## src/rtl/twos_comp_serial_unit_pkg.sv

```systemverilog
// ---------------------------------------------------------------------------
// twos_comp_pkg
// Shared definitions for the digit-serial two's-complement unit:
//   - 2-bit operation mode codes (PASS, NEG, ABS, SM2TC)
//   - FSM state encoding (IDLE, RUN, DONE)
//   - idx_width(): width of the digit index register for a given digit count
// ---------------------------------------------------------------------------
package twos_comp_pkg;

   localparam logic [1:0] MODE_PASS  = 2'b00;
   localparam logic [1:0] MODE_NEG   = 2'b01;
   localparam logic [1:0] MODE_ABS   = 2'b10;
   localparam logic [1:0] MODE_SM2TC = 2'b11;

   typedef enum logic [1:0] {
      ST_IDLE = 2'b00,
      ST_RUN  = 2'b01,
      ST_DONE = 2'b10
   } state_t;

   // A single-digit configuration still needs a 1-bit index register.
   function automatic int idx_width(input int ndig);
      return (ndig > 1) ? $clog2(ndig) : 1;
   endfunction

endpackage

```

## src/rtl/twos_comp_serial_unit_if.sv

```systemverilog
// ---------------------------------------------------------------------------
// twos_comp_serial_unit_if
// Operand/result handshake bundle of the two's-complement unit.
//   in_valid/in_ready/in_data/in_mode    : operand channel (master -> unit)
//   out_valid/out_ready/out_data/out_neg/out_ovf : result channel (unit -> master)
// Modports: master (requester side), slave (the unit).
// ---------------------------------------------------------------------------
interface twos_comp_serial_unit_if #(
   parameter int WIDTH = 32
);
   logic             in_valid;
   logic             in_ready;
   logic [WIDTH-1:0] in_data;
   logic [1:0]       in_mode;
   logic             out_valid;
   logic             out_ready;
   logic [WIDTH-1:0] out_data;
   logic             out_neg;
   logic             out_ovf;

   modport master (
      output in_valid, in_data, in_mode, out_ready,
      input  in_ready, out_valid, out_data, out_neg, out_ovf
   );

   modport slave (
      input  in_valid, in_data, in_mode, out_ready,
      output in_ready, out_valid, out_data, out_neg, out_ovf
   );
endinterface

```

## src/rtl/twos_comp_serial_unit_digit_adder.sv

```systemverilog
// ---------------------------------------------------------------------------
// twos_comp_digit_adder
// Combinational DIGIT-wide conditional-invert adder:
//   sum_digit/cout = (op_digit ^ {DIGIT{inv}}) + cin
// Ports: op_digit (in), inv (in), cin (in), sum_digit (out), cout (out).
// ---------------------------------------------------------------------------
module twos_comp_digit_adder #(
   parameter int DIGIT = 8
) (
   input  logic [DIGIT-1:0] op_digit,
   input  logic             inv,
   input  logic             cin,
   output logic [DIGIT-1:0] sum_digit,
   output logic             cout
);
   logic [DIGIT:0] sum_s;

   assign sum_s     = {1'b0, op_digit ^ {DIGIT{inv}}} + {{DIGIT{1'b0}}, cin};
   assign sum_digit = sum_s[DIGIT-1:0];
   assign cout      = sum_s[DIGIT];
endmodule

```

## src/rtl/twos_comp_serial_unit.sv

```systemverilog
// ---------------------------------------------------------------------------
// twos_comp_serial_unit
// Digit-serial two's-complement unit: PASS, NEG, ABS and sign-magnitude to
// two's-complement on one WIDTH-bit operand, DIGIT bits per cycle, LSB first.
// Ports:
//   clock  : rising-edge clock
//   reset  : asynchronous active-low reset
//   bus    : twos_comp_serial_unit_if.slave (operand and result handshakes)
// Optional feature: define TWOS_COMP_OVF_DETECT_EN to flag NEG/ABS of the
// most-negative value on out_ovf; otherwise out_ovf is tied low.
// ---------------------------------------------------------------------------
module twos_comp_serial_unit
   import twos_comp_pkg::*;
#(
   parameter int WIDTH = 32,
   parameter int DIGIT = 8
) (
   input logic                  clock,
   input logic                  reset,
   twos_comp_serial_unit_if.slave bus
);
   localparam int NDIG  = WIDTH / DIGIT;
   localparam int IDX_W = idx_width(NDIG);
   localparam logic [IDX_W-1:0] LAST_IDX = IDX_W'(NDIG - 1);

   state_t           state_r;
   state_t           state_nxt_s;
   logic [WIDTH-1:0] op_r;
   logic [WIDTH-1:0] res_r;
   logic [WIDTH-1:0] out_data_r;
   logic             inv_r;
   logic             carry_r;
   logic [IDX_W-1:0] idx_r;
   logic             out_valid_r;
   logic             out_neg_r;

   logic             accept_s;
   logic             last_s;
   logic             inv_in_s;
   logic [WIDTH-1:0] op_in_s;
   logic [DIGIT-1:0] sum_s;
   logic             cout_s;
   logic [WIDTH-1:0] res_next_s;

   assign bus.in_ready  = (state_r == ST_IDLE) & reset;
   assign accept_s      = bus.in_valid & bus.in_ready;
   assign last_s        = (state_r == ST_RUN) && (idx_r == LAST_IDX);
   assign bus.out_valid = out_valid_r;
   assign bus.out_data  = out_data_r;
   assign bus.out_neg   = out_neg_r;

   twos_comp_digit_adder #(.DIGIT(DIGIT)) u_adder (
      .op_digit  (op_r[DIGIT-1:0]),
      .inv       (inv_r),
      .cin       (carry_r),
      .sum_digit (sum_s),
      .cout      (cout_s)
   );

   // New digit enters at the top; after NDIG digits the first one sits at the bottom.
   assign res_next_s = (res_r >> DIGIT) | (WIDTH'(sum_s) << (WIDTH - DIGIT));

   // Operand conditioning and invert decision at acceptance.
   always_comb begin
      op_in_s  = bus.in_data;
      inv_in_s = 1'b0;
      case (bus.in_mode)
         MODE_PASS:  inv_in_s = 1'b0;
         MODE_NEG:   inv_in_s = 1'b1;
         MODE_ABS:   inv_in_s = bus.in_data[WIDTH-1];
         MODE_SM2TC: begin
            inv_in_s = bus.in_data[WIDTH-1];
            op_in_s  = {1'b0, bus.in_data[WIDTH-2:0]};
         end
         default:    inv_in_s = 1'b0;
      endcase
   end

   // FSM state register.
   always_ff @(posedge clock or negedge reset) begin
      if (!reset) begin
         state_r <= ST_IDLE;
      end else begin
         state_r <= state_nxt_s;
      end
   end

   // FSM next-state logic.
   always_comb begin
      state_nxt_s = state_r;
      case (state_r)
         ST_IDLE: begin
            if (accept_s) state_nxt_s = ST_RUN;
            else          state_nxt_s = ST_IDLE;
         end
         ST_RUN: begin
            if (last_s) state_nxt_s = ST_DONE;
            else        state_nxt_s = ST_RUN;
         end
         ST_DONE: begin
            if (bus.out_ready) state_nxt_s = ST_IDLE;
            else               state_nxt_s = ST_DONE;
         end
         default: state_nxt_s = ST_IDLE;
      endcase
   end

   // Operand/result shift registers, carry, digit index and result outputs.
   always_ff @(posedge clock or negedge reset) begin
      if (!reset) begin
         op_r        <= {WIDTH{1'b0}};
         res_r       <= {WIDTH{1'b0}};
         out_data_r  <= {WIDTH{1'b0}};
         inv_r       <= 1'b0;
         carry_r     <= 1'b0;
         idx_r       <= {IDX_W{1'b0}};
         out_valid_r <= 1'b0;
         out_neg_r   <= 1'b0;
      end else if (accept_s) begin
         op_r    <= op_in_s;
         inv_r   <= inv_in_s;
         carry_r <= inv_in_s;
         idx_r   <= {IDX_W{1'b0}};
      end else if (state_r == ST_RUN) begin
         op_r    <= op_r >> DIGIT;
         res_r   <= res_next_s;
         carry_r <= cout_s;
         idx_r   <= idx_r + IDX_W'(1);
         if (last_s) begin
            out_data_r  <= res_next_s;
            out_neg_r   <= res_next_s[WIDTH-1];
            out_valid_r <= 1'b1;
         end
      end else if ((state_r == ST_DONE) && bus.out_ready) begin
         out_valid_r <= 1'b0;
      end
   end

`ifdef TWOS_COMP_OVF_DETECT_EN
   logic             zero_r;
   logic             ovf_r;
   logic [DIGIT-1:0] dig_shl_s;
   logic             top_only_s;

   // The top digit must be exactly its MSB with all lower digit bits clear.
   assign dig_shl_s  = op_r[DIGIT-1:0] << 1;
   assign top_only_s = op_r[DIGIT-1] & (dig_shl_s == {DIGIT{1'b0}});

   // Running all-lower-digits-zero flag and most-negative overflow flag.
   always_ff @(posedge clock or negedge reset) begin
      if (!reset) begin
         zero_r <= 1'b0;
         ovf_r  <= 1'b0;
      end else if (accept_s) begin
         zero_r <= 1'b1;
         ovf_r  <= 1'b0;
      end else if (last_s) begin
         ovf_r <= inv_r & zero_r & top_only_s;
      end else if (state_r == ST_RUN) begin
         zero_r <= zero_r & (op_r[DIGIT-1:0] == {DIGIT{1'b0}});
      end
   end

   assign bus.out_ovf = ovf_r;
`else
   assign bus.out_ovf = 1'b0;
`endif

endmodule

```

## src/flat_wrapper.sv

```systemverilog
// flat-port wrapper written by rule: the top's interface ports become plain ports
module twos_comp_serial_unit_flat import twos_comp_pkg::*;
#(
   parameter int WIDTH = 32,
   parameter int DIGIT = 8
)
  (clock, reset, bus_in_valid, bus_in_data, bus_in_mode, bus_out_ready, bus_in_ready, bus_out_valid, bus_out_data, bus_out_neg, bus_out_ovf);
  twos_comp_serial_unit_if #(.WIDTH(WIDTH)) bus_i ();
  input logic clock;
  input logic reset;
  input wire logic [$bits(bus_i.in_valid)-1:0] bus_in_valid;
  input wire logic [$bits(bus_i.in_data)-1:0] bus_in_data;
  input wire logic [$bits(bus_i.in_mode)-1:0] bus_in_mode;
  input wire logic [$bits(bus_i.out_ready)-1:0] bus_out_ready;
  output wire logic [$bits(bus_i.in_ready)-1:0] bus_in_ready;
  output wire logic [$bits(bus_i.out_valid)-1:0] bus_out_valid;
  output wire logic [$bits(bus_i.out_data)-1:0] bus_out_data;
  output wire logic [$bits(bus_i.out_neg)-1:0] bus_out_neg;
  output wire logic [$bits(bus_i.out_ovf)-1:0] bus_out_ovf;
  assign bus_i.in_valid = bus_in_valid;
  assign bus_i.in_data = bus_in_data;
  assign bus_i.in_mode = bus_in_mode;
  assign bus_i.out_ready = bus_out_ready;
  assign bus_in_ready = bus_i.in_ready;
  assign bus_out_valid = bus_i.out_valid;
  assign bus_out_data = bus_i.out_data;
  assign bus_out_neg = bus_i.out_neg;
  assign bus_out_ovf = bus_i.out_ovf;
  twos_comp_serial_unit #(.WIDTH(WIDTH), .DIGIT(DIGIT)) u_core (.clock(clock), .reset(reset), .bus(bus_i));
endmodule
```

## config.mk

```make
export PLATFORM = sky130hd
export DESIGN_NAME = twos_comp_serial_unit_flat
export DESIGN_NICKNAME = d
export VERILOG_FILES = /design/src/rtl/twos_comp_serial_unit_pkg.sv /design/src/rtl/twos_comp_serial_unit_if.sv /design/src/rtl/twos_comp_serial_unit_digit_adder.sv /design/src/rtl/twos_comp_serial_unit.sv /design/src/flat_wrapper.sv
export SDC_FILE = /design/constraint.sdc
export NUM_CORES = 1
export LEC_CHECK = 0
export ABC_AREA = 0
export BUFFER_PORTS_ARGS = -buffer_cell sky130_fd_sc_hd__buf_2
export CAP_MARGIN = 20
export CELL_PAD_IN_SITES_DETAIL_PLACEMENT = 2
export CELL_PAD_IN_SITES_GLOBAL_PLACEMENT = 2
export CORE_MARGIN = 10
export CORE_UTILIZATION = 35
export DETAILED_ROUTE_END_ITERATION = 7
export PLACE_DENSITY_LB_ADDON = 0.1
export REMOVE_ABC_BUFFERS = 1
export SLEW_MARGIN = 20
export SYNTH_ARGS = -nofsm -noshare
export SYNTH_HDL_FRONTEND = slang
export SYNTH_SLANG_ARGS = --single-unit
```

## constraint.sdc

```tcl
create_clock -name clock -period 3.9 [get_ports clock]
set_input_delay 0.195 -clock clock [delete_from_list [all_inputs] [get_ports clock]]
set_output_delay 0.195 -clock clock [all_outputs]
set_load 0.05 [all_outputs]
```

Word-level counts from Yosys, hierarchy flattened

Cells that the tools add are included.

Bits in registers: 104
Bits in latches: 0
Memory bits (writable): 0
ROM bits: 0
Bits of input ports: 38
Output and inout port bits: 36
Word-level logic and storage cells: 48
Memories: 0

Add/subtract/negate cells: 2
Multipliers: 0
Div/mod/pow operators: 0
Order comparisons: 0
Eq/ne operators: 7
Shifts and indexed selects: 0
Multiplexer cells: 15
Bitwise gates (word level): 5
Reductions and logical operators: 10

Operators by type and width:

| cell                                                   | count |
|---|---|
| two-way mux 32 bit                                     | 3 |
| bitwise OR 24 x 32 -> 32 bit                           | 1 |
| adder 8 x 1 -> 9 bit                                   | 1 |
| equality test 2 bit (second input constant)            | 4 |
| two-way mux 2 bit                                      | 4 |
| XOR 8 bit                                              | 1 |
| two-way mux 1 bit                                      | 6 |
| case mux 2 bit (3 select lines)                        | 1 |
| AND reduction 3 bit                                    | 2 |
| equality test 2 x 1 -> 1 bit (second input constant)   | 2 |
| logical NOT 2 bit                                      | 2 |
| nonzero test 2 bit                                     | 2 |
| case mux 1 bit (3 select lines)                        | 1 |
| adder 2 x 1 -> 2 bit (second input constant)           | 1 |
| bitwise AND 1 bit                                      | 2 |
| logical AND 1 bit                                      | 2 |
| inequality test 2 x 1 -> 1 bit (second input constant) | 1 |
| AND reduction 2 bit                                    | 1 |
| OR reduction 2 bit                                     | 1 |
| inverter 1 bit                                         | 1 |

Depth between registers and ports, before layout

Depth in word-level cells: 5
Mapped depth: 9
Depth with buffers taken out: 7

By module

A second synthesis with hierarchy kept.

Cells, all modules: 387
Area, all modules: 4286.6 sq um

By module, submodules not included:

| module                | times used | cells an instance | area each (sq um) | sequential area each (sq um) |
|---|---|---|---|---|
| twos_comp_serial_unit | 1          | 349               | 4021.4            | 2377.3 |
| twos_comp_digit_adder | 1          | 38                | 265.3             | 0.0 |

Worst setup path after synthesis

No wires, ideal clock.

Kind: register -> register
From: register u_core.inv_r
To: register u_core.out_data_r[30] (netlist: u_core.bus.out_data[30])
Setup time: 0.122 ns
Data arrival time: 2.169 ns
Required time: 3.778 ns
Path slack: 1.610 ns
Stages on the path, launching flop included: 10
Buffers on the path: 2
Clock period less this slack: 2.290 ns
Cells stage by stage: dfrtp_1 buf_4 buf_2 xor2_1 ha_1 ha_1 or4b_1 a21oi_2 mux2i_1 nand2_1

Word-level cells in the longest chain between the ends: 3

Ends and longest elaborated chain:

| item                         | line                                    | text |
|---|---|---|
| start: declaration           | twos_comp_serial_unit.sv:31             | `logic inv_r;` |
| start signal: assignment     | twos_comp_serial_unit.sv:121            | `inv_r <= inv_in_s;` |
| XOR 8 bit                    | twos_comp_serial_unit_digit_adder.sv:18 | `assign sum_s = {1'b0, op_digit ^ {DIGIT{inv}}} + {{DIGIT{1'b0}}, cin};` |
| adder 8 x 1 -> 9 bit         | twos_comp_serial_unit_digit_adder.sv:18 |  |
| bitwise OR 24 x 32 -> 32 bit | twos_comp_serial_unit.sv:61             | `assign res_next_s = (res_r >> DIGIT) \| (WIDTH'(sum_s) << (WIDTH - DIGIT));` |
| end signal: assignment       | twos_comp_serial_unit.sv:113            | `out_data_r <= {WIDTH{1'b0}};` |
| end signal: assignment       | twos_comp_serial_unit.sv:130            | `out_data_r <= res_next_s;` |
| end: declaration             | twos_comp_serial_unit.sv:30             | `logic [WIDTH-1:0] out_data_r;` |

No other way between the ends.
A chain may end at the register's enable or synchronous reset.

Final worst setup path

Ends and elaborated chain as after synthesis.

==> metrics.txt <==
# TYPE chip_impl_metric gauge
chip_impl_info{name="cts_tree",value="done"} 1
chip_impl_metric{name="post_dp_cell_area",unit="mm2"} 0.00457
chip_impl_metric{name="clock_insertion_delay_worst_skew",unit="ns"} 0.35
chip_impl_info{name="synth_area_leaders",value="sky130_fd_sc_hd__dfrtp_1 58%, sky130_fd_sc_hd__nand2_1 12%, sky130_fd_sc_hd__mux2_2 7.4%"} 1
chip_impl_metric{name="period_needed",unit="ns"} 2.61
chip_impl_metric{name="switching_share",unit=""} 0.452
chip_impl_metric{name="first_global_vias",unit=""} 3314
chip_impl_metric{name="timing.max_slew.rel_slack",unit=""} 0.552
chip_impl_metric{name="post-route-cell-area",unit="mm2"} 0.00488
chip_impl_metric{name="globalplace.congestion",unit=""} 0.726
chip_impl_metric{name="min_path_cells",unit=""} 2
chip_impl_metric{name="achievable-frequency",unit="GHz"} 0.384
chip_impl_info{name="synth_top_cell_by_area",value="sky130_fd_sc_hd__dfrtp_1"} 1
chip_impl_metric{name="detail-route-antenna-nets",unit=""} 0
chip_impl_metric{name="clkTransAtPathRegs",unit="ns"} 0.06
chip_impl_info{name="kind_of_end_point_of_the_critical_path",value="flop"} 1
chip_impl_metric{name="yosysTopAreaCellShare",unit=""} 0.579
chip_impl_metric{name="power.share.combinational",unit=""} 0.440
chip_impl_metric{name="detail_route.first_pass.iterations",unit=""} 4
chip_impl_metric{name="synth-edff-count",unit=""} 0
chip_impl_metric{name="critical-path-max-stage-delay",unit="ns"} 0.77
chip_impl_metric{name="track_usage",unit=""} 0.129
chip_impl_metric{name="row_count",unit=""} 39
chip_impl_metric{name="clkPwrFrac",unit=""} 0.188
chip_impl_info{name="rsz_0062_raised_after_global_routing",value="no"} 1
chip_impl_metric{name="route.detailed.vias_per_inst",unit=""} 5.04
chip_impl_metric{name="chipHeight",unit="um"} 128
chip_impl_metric{name="mappedNetlistArea",unit="mm2"} 0.00410
chip_impl_metric{name="finalHoldViolCount",unit=""} 0
chip_impl_metric{name="critical_path.max_fanout",unit=""} 19
chip_impl_metric{name="number_of_setup_buffers_added_after_cts",unit=""} 0
chip_impl_metric{name="top_level_ports",unit=""} 74
chip_impl_metric{name="dp_hpwl",unit="mm"} 6.84
chip_impl_info{name="path_class",value="flop to flop"} 1
chip_impl_metric{name="postLayoutCoreUtil",unit=""} 0.426
chip_impl_info{name="cts_root_buffer",value="sky130_fd_sc_hd__clkbuf_16"} 1
chip_impl_metric{name="post_synthesis_sequential_element_count",unit=""} 95
chip_impl_metric{name="final.setup_skew",unit="ns"} 0.00652
chip_impl_metric{name="fp.dieArea",unit="mm2"} 0.0165
chip_impl_metric{name="cp_data_required_time",unit="ns"} 4.13
chip_impl_info{name="path_common_cell",value="sky130_fd_sc_hd__ha_1"} 1
chip_impl_metric{name="setup_ws",unit="ns"} 1.29
chip_impl_metric{name="power_density",unit="mW/mm2"} 967
chip_impl_metric{name="route.detailed.wl_per_inst",unit="um"} 17.0
chip_impl_metric{name="route.vias.total",unit=""} 3055
chip_impl_metric{name="grt_start_max_net_pins",unit=""} 54
chip_impl_metric{name="internal-power",unit="uW"} 2590
chip_impl_metric{name="final_layout_size_suffix_gt1_frac",unit=""} 0.270
chip_impl_metric{name="sequential_cell_area_fraction_in_the_yosys_report",unit=""} 0.579
chip_impl_info{name="critical-path-slowest-cell",value="sky130_fd_sc_hd__dfrtp_1"} 1
chip_impl_metric{name="tightestPinTransition",unit="ns"} 0.672
chip_impl_metric{name="dr.first_iter.drc_count",unit=""} 140
chip_impl_metric{name="clock_path_buffers",unit=""} 2
chip_impl_metric{name="max_cap_viol_count",unit=""} 0
chip_impl_metric{name="finish.net_count",unit=""} 499
chip_impl_metric{name="final_setup_violation_count",unit=""} 0
chip_impl_metric{name="detailedPlace.worstSlack",unit="ns"} 1.27
chip_impl_metric{name="antenna_violations_before_repair",unit=""} 0
chip_impl_info{name="timing.critical_path.cells",value="xor2_1, ha_1, ha_1, or4b_1, a21oi_2, mux2i_1, nand2_1"} 1
chip_impl_info{name="dominantRegCellSynth",value="sky130_fd_sc_hd__dfrtp_1"} 1
chip_impl_metric{name="seq_power_share",unit=""} 0.372
chip_impl_metric{name="start_util",unit=""} 0.358
chip_impl_metric{name="syn-mean-instance-area",unit="um2"} 10.4
chip_impl_metric{name="design_power_total",unit="uW"} 4720
chip_impl_metric{name="core_region_area",unit="mm2"} 0.0115
chip_impl_metric{name="post-route-period-util",unit=""} 0.668
chip_impl_info{name="outcome",value="completed"} 1
chip_impl_metric{name="htreeDepth",unit=""} 3
chip_impl_metric{name="route.detailed.drc",unit=""} 0
chip_impl_metric{name="peakVddDrop",unit="uV"} 410
chip_impl_metric{name="netlist-cell-type-count",unit=""} 43
chip_impl_metric{name="grt_pass1_wl",unit="mm"} 17.1
chip_impl_info{name="startpoint_type",value="flop"} 1
chip_impl_metric{name="wl",unit="mm"} 10.3
chip_impl_metric{name="post_synthesis_cells",unit=""} 396
chip_impl_metric{name="antenna-diode-count",unit=""} 0
chip_impl_metric{name="p_leak",unit="uW"} 0.00241
chip_impl_metric{name="port_buffers",unit=""} 72
chip_impl_metric{name="cts-buffers-inserted",unit=""} 9
chip_impl_metric{name="numClockSinks",unit=""} 95
chip_impl_metric{name="power.switching",unit="uW"} 2130
chip_impl_metric{name="timing.reg2reg.worst_path_depth",unit=""} 7
chip_impl_metric{name="synth_async_sr_flop_share",unit=""} 1.00
chip_impl_metric{name="ys_warn_count",unit=""} 0
chip_impl_metric{name="report.final.slew_viol_count",unit=""} 0
chip_impl_metric{name="flow.area_growth_from_synthesis",unit="%"} 19.0
chip_impl_metric{name="timing.critical_path.arrival",unit="ns"} 2.83
chip_impl_metric{name="floorplan.die.width",unit="um"} 128
chip_impl_metric{name="grt_remaining_overflow",unit=""} 0
chip_impl_info{name="min_delay_worst_type",value="input port to flop"} 1
## worst max-delay path: cells and delay by family, from the launching register on
| family | cells | cell delay, ns |
|---|---|---|
| DFF | 1 | 0.77 |
| xor gates and xnor gates | 1 | 0.20 |
| adders and majority gates | 2 | 0.53 |
| AOI/OAI and AO/OA | 1 | 0.22 |
| and+or+nand+nor | 2 | 0.56 |
| muxes | 1 | 0.20 |
## area by class of cell
type                       instances  area [um2]
clock buffer                      13         250
clock inverter                     3        42.5
fill                            1246        6590
inverter                           1        3.75
multi-input combinational        273        1620
sequential                        95        2380
tap                              143         179
timing repair buffer              78         410
## metrics by stage
step | std cells | setup TNS [ns] | hold slack (ns)
finish | 606 | 0 | 0.0466
global route | 606 | 0 | 0.0396
CTS | 606 | 0 | 0.0343
detailed placement | 589 | 0 | 0.245
global placement | 589 | 0 | 0.241
floorplan | 369 | -22.81 | -0.101
## power by group through the flow
stage | combinational, uW | sequential, uW | clock, uW
6_report | 2080 | 1760 | 887
3_5_place_dp | 2120 | 1780 | 0
2_1_floorplan | 981 | 2260 | 0
3_3_place_gp | 2050 | 1760 | 0
5_1_grt | 2310 | 1830 | 951
4_1_cts | 2140 | 1770 | 919
## registers in the layout (all words and copies together), names as in the netlist
signal	count
u_core.inv_r	1
u_core.carry_r	1
u_core.state_r	2
u_core.op_r	32
u_core.bus.out_data	31
u_core.idx_r	2
u_core.res_r	24
u_core.bus.out_valid	1
u_core.bus.out_neg	1
## synthesized netlist by cell type, drive strengths merged, types with 3 or more instances
cell type,number
o31ai,3
nand3,4
a22oi,25
nand2b,3
a31oi,3
nor2,7
dfrtp,95
ha,3
a21oi,10
nand2,135
mux2,27
buf,16
or3,3
clkbuf,11
xor2,5
o21ai,19
## what timing repair did
item / in CTS / in global routing
gates resized for setup: 0 / 0
hold endpoints to repair: 42 / 0
hold buffers: 1 / 0
endpoints found under the setup margin: 0 / 0
## layout by cell type, fill, tap and decap left out, types with 4 or more instances in the layout
| master | instances |
|---|---|
| sky130_fd_sc_hd__nor2_1 | 6 |
| sky130_fd_sc_hd__nand2_1 | 135 |
| sky130_fd_sc_hd__a21oi_1 | 8 |
| sky130_fd_sc_hd__nand3_1 | 4 |
| sky130_fd_sc_hd__o21ai_0 | 17 |
| sky130_fd_sc_hd__buf_2 | 71 |
| sky130_fd_sc_hd__a22oi_1 | 25 |
| sky130_fd_sc_hd__clkbuf_16 | 9 |
| sky130_fd_sc_hd__buf_4 | 6 |
| sky130_fd_sc_hd__xor2_1 | 5 |
| sky130_fd_sc_hd__dfrtp_1 | 95 |
| sky130_fd_sc_hd__mux2_2 | 27 |
## routing by layer
| metal | part of all wire | vias to the layer above | global-route usage | wire, um |
|---|---|---|---|---|
| li1 | - | 1461 | - | - |
| met2 | 0.48 | 57 | 0.208 | 4920 |
| met4 | 0.014 | 0 | 0.0497 | 148 |
| met1 | 0.45 | 1526 | 0.155 | 4630 |
| met3 | 0.056 | 11 | 0.0451 | 576 |
| met5 | 0 | - | 0 | 0 |
## cells by family (layout without fill, tap and decap cells)
| logic type | count (synthesis) | in the layout | share of synthesized area |
|---|---|---|---|
| XOR/XNOR | 7 | 7 | 0.0149 |
| multiplexers | 29 | 29 | 0.0790 |
| AO/OA/AOI/OAI | 65 | 65 | 0.108 |
| flip-flops | 95 | 95 | 0.579 |
| adder cells (fa/ha/maj) | 3 | 3 | 0.00915 |
| AND/OR/NAND/NOR | 168 | 168 | 0.176 |
| other | 1 | 1 | 0.000914 |
| buffers and inverters | 28 | 95 | 0.0329 |
## worst paths after layout
kind | startpoint | to | slack (ns)
worst max-delay path | u_core.inv_r$_DFFE_PN0N_ | u_core.bus.out_data[30]$_DFFE_PN0P_ | 1.29
worst min-delay path | bus_out_ready | u_core.state_r[1]$_DFF_PN0_ | 0.05
worst max register to register | u_core.inv_r$_DFFE_PN0N_ | u_core.bus.out_data[30]$_DFFE_PN0P_ | 1.29
worst min register to register | u_core.res_r[15]$_DFFE_PN0N_ | u_core.res_r[15]$_DFFE_PN0N_ | 0.48
max in group asynchronous | reset | u_core.res_r[11]$_DFFE_PN0N_ | 2.37
min in group asynchronous | reset | u_core.res_r[23]$_DFFE_PN0N_ | 0.44
No activity file was read; power rests on OpenSTA's default activity.
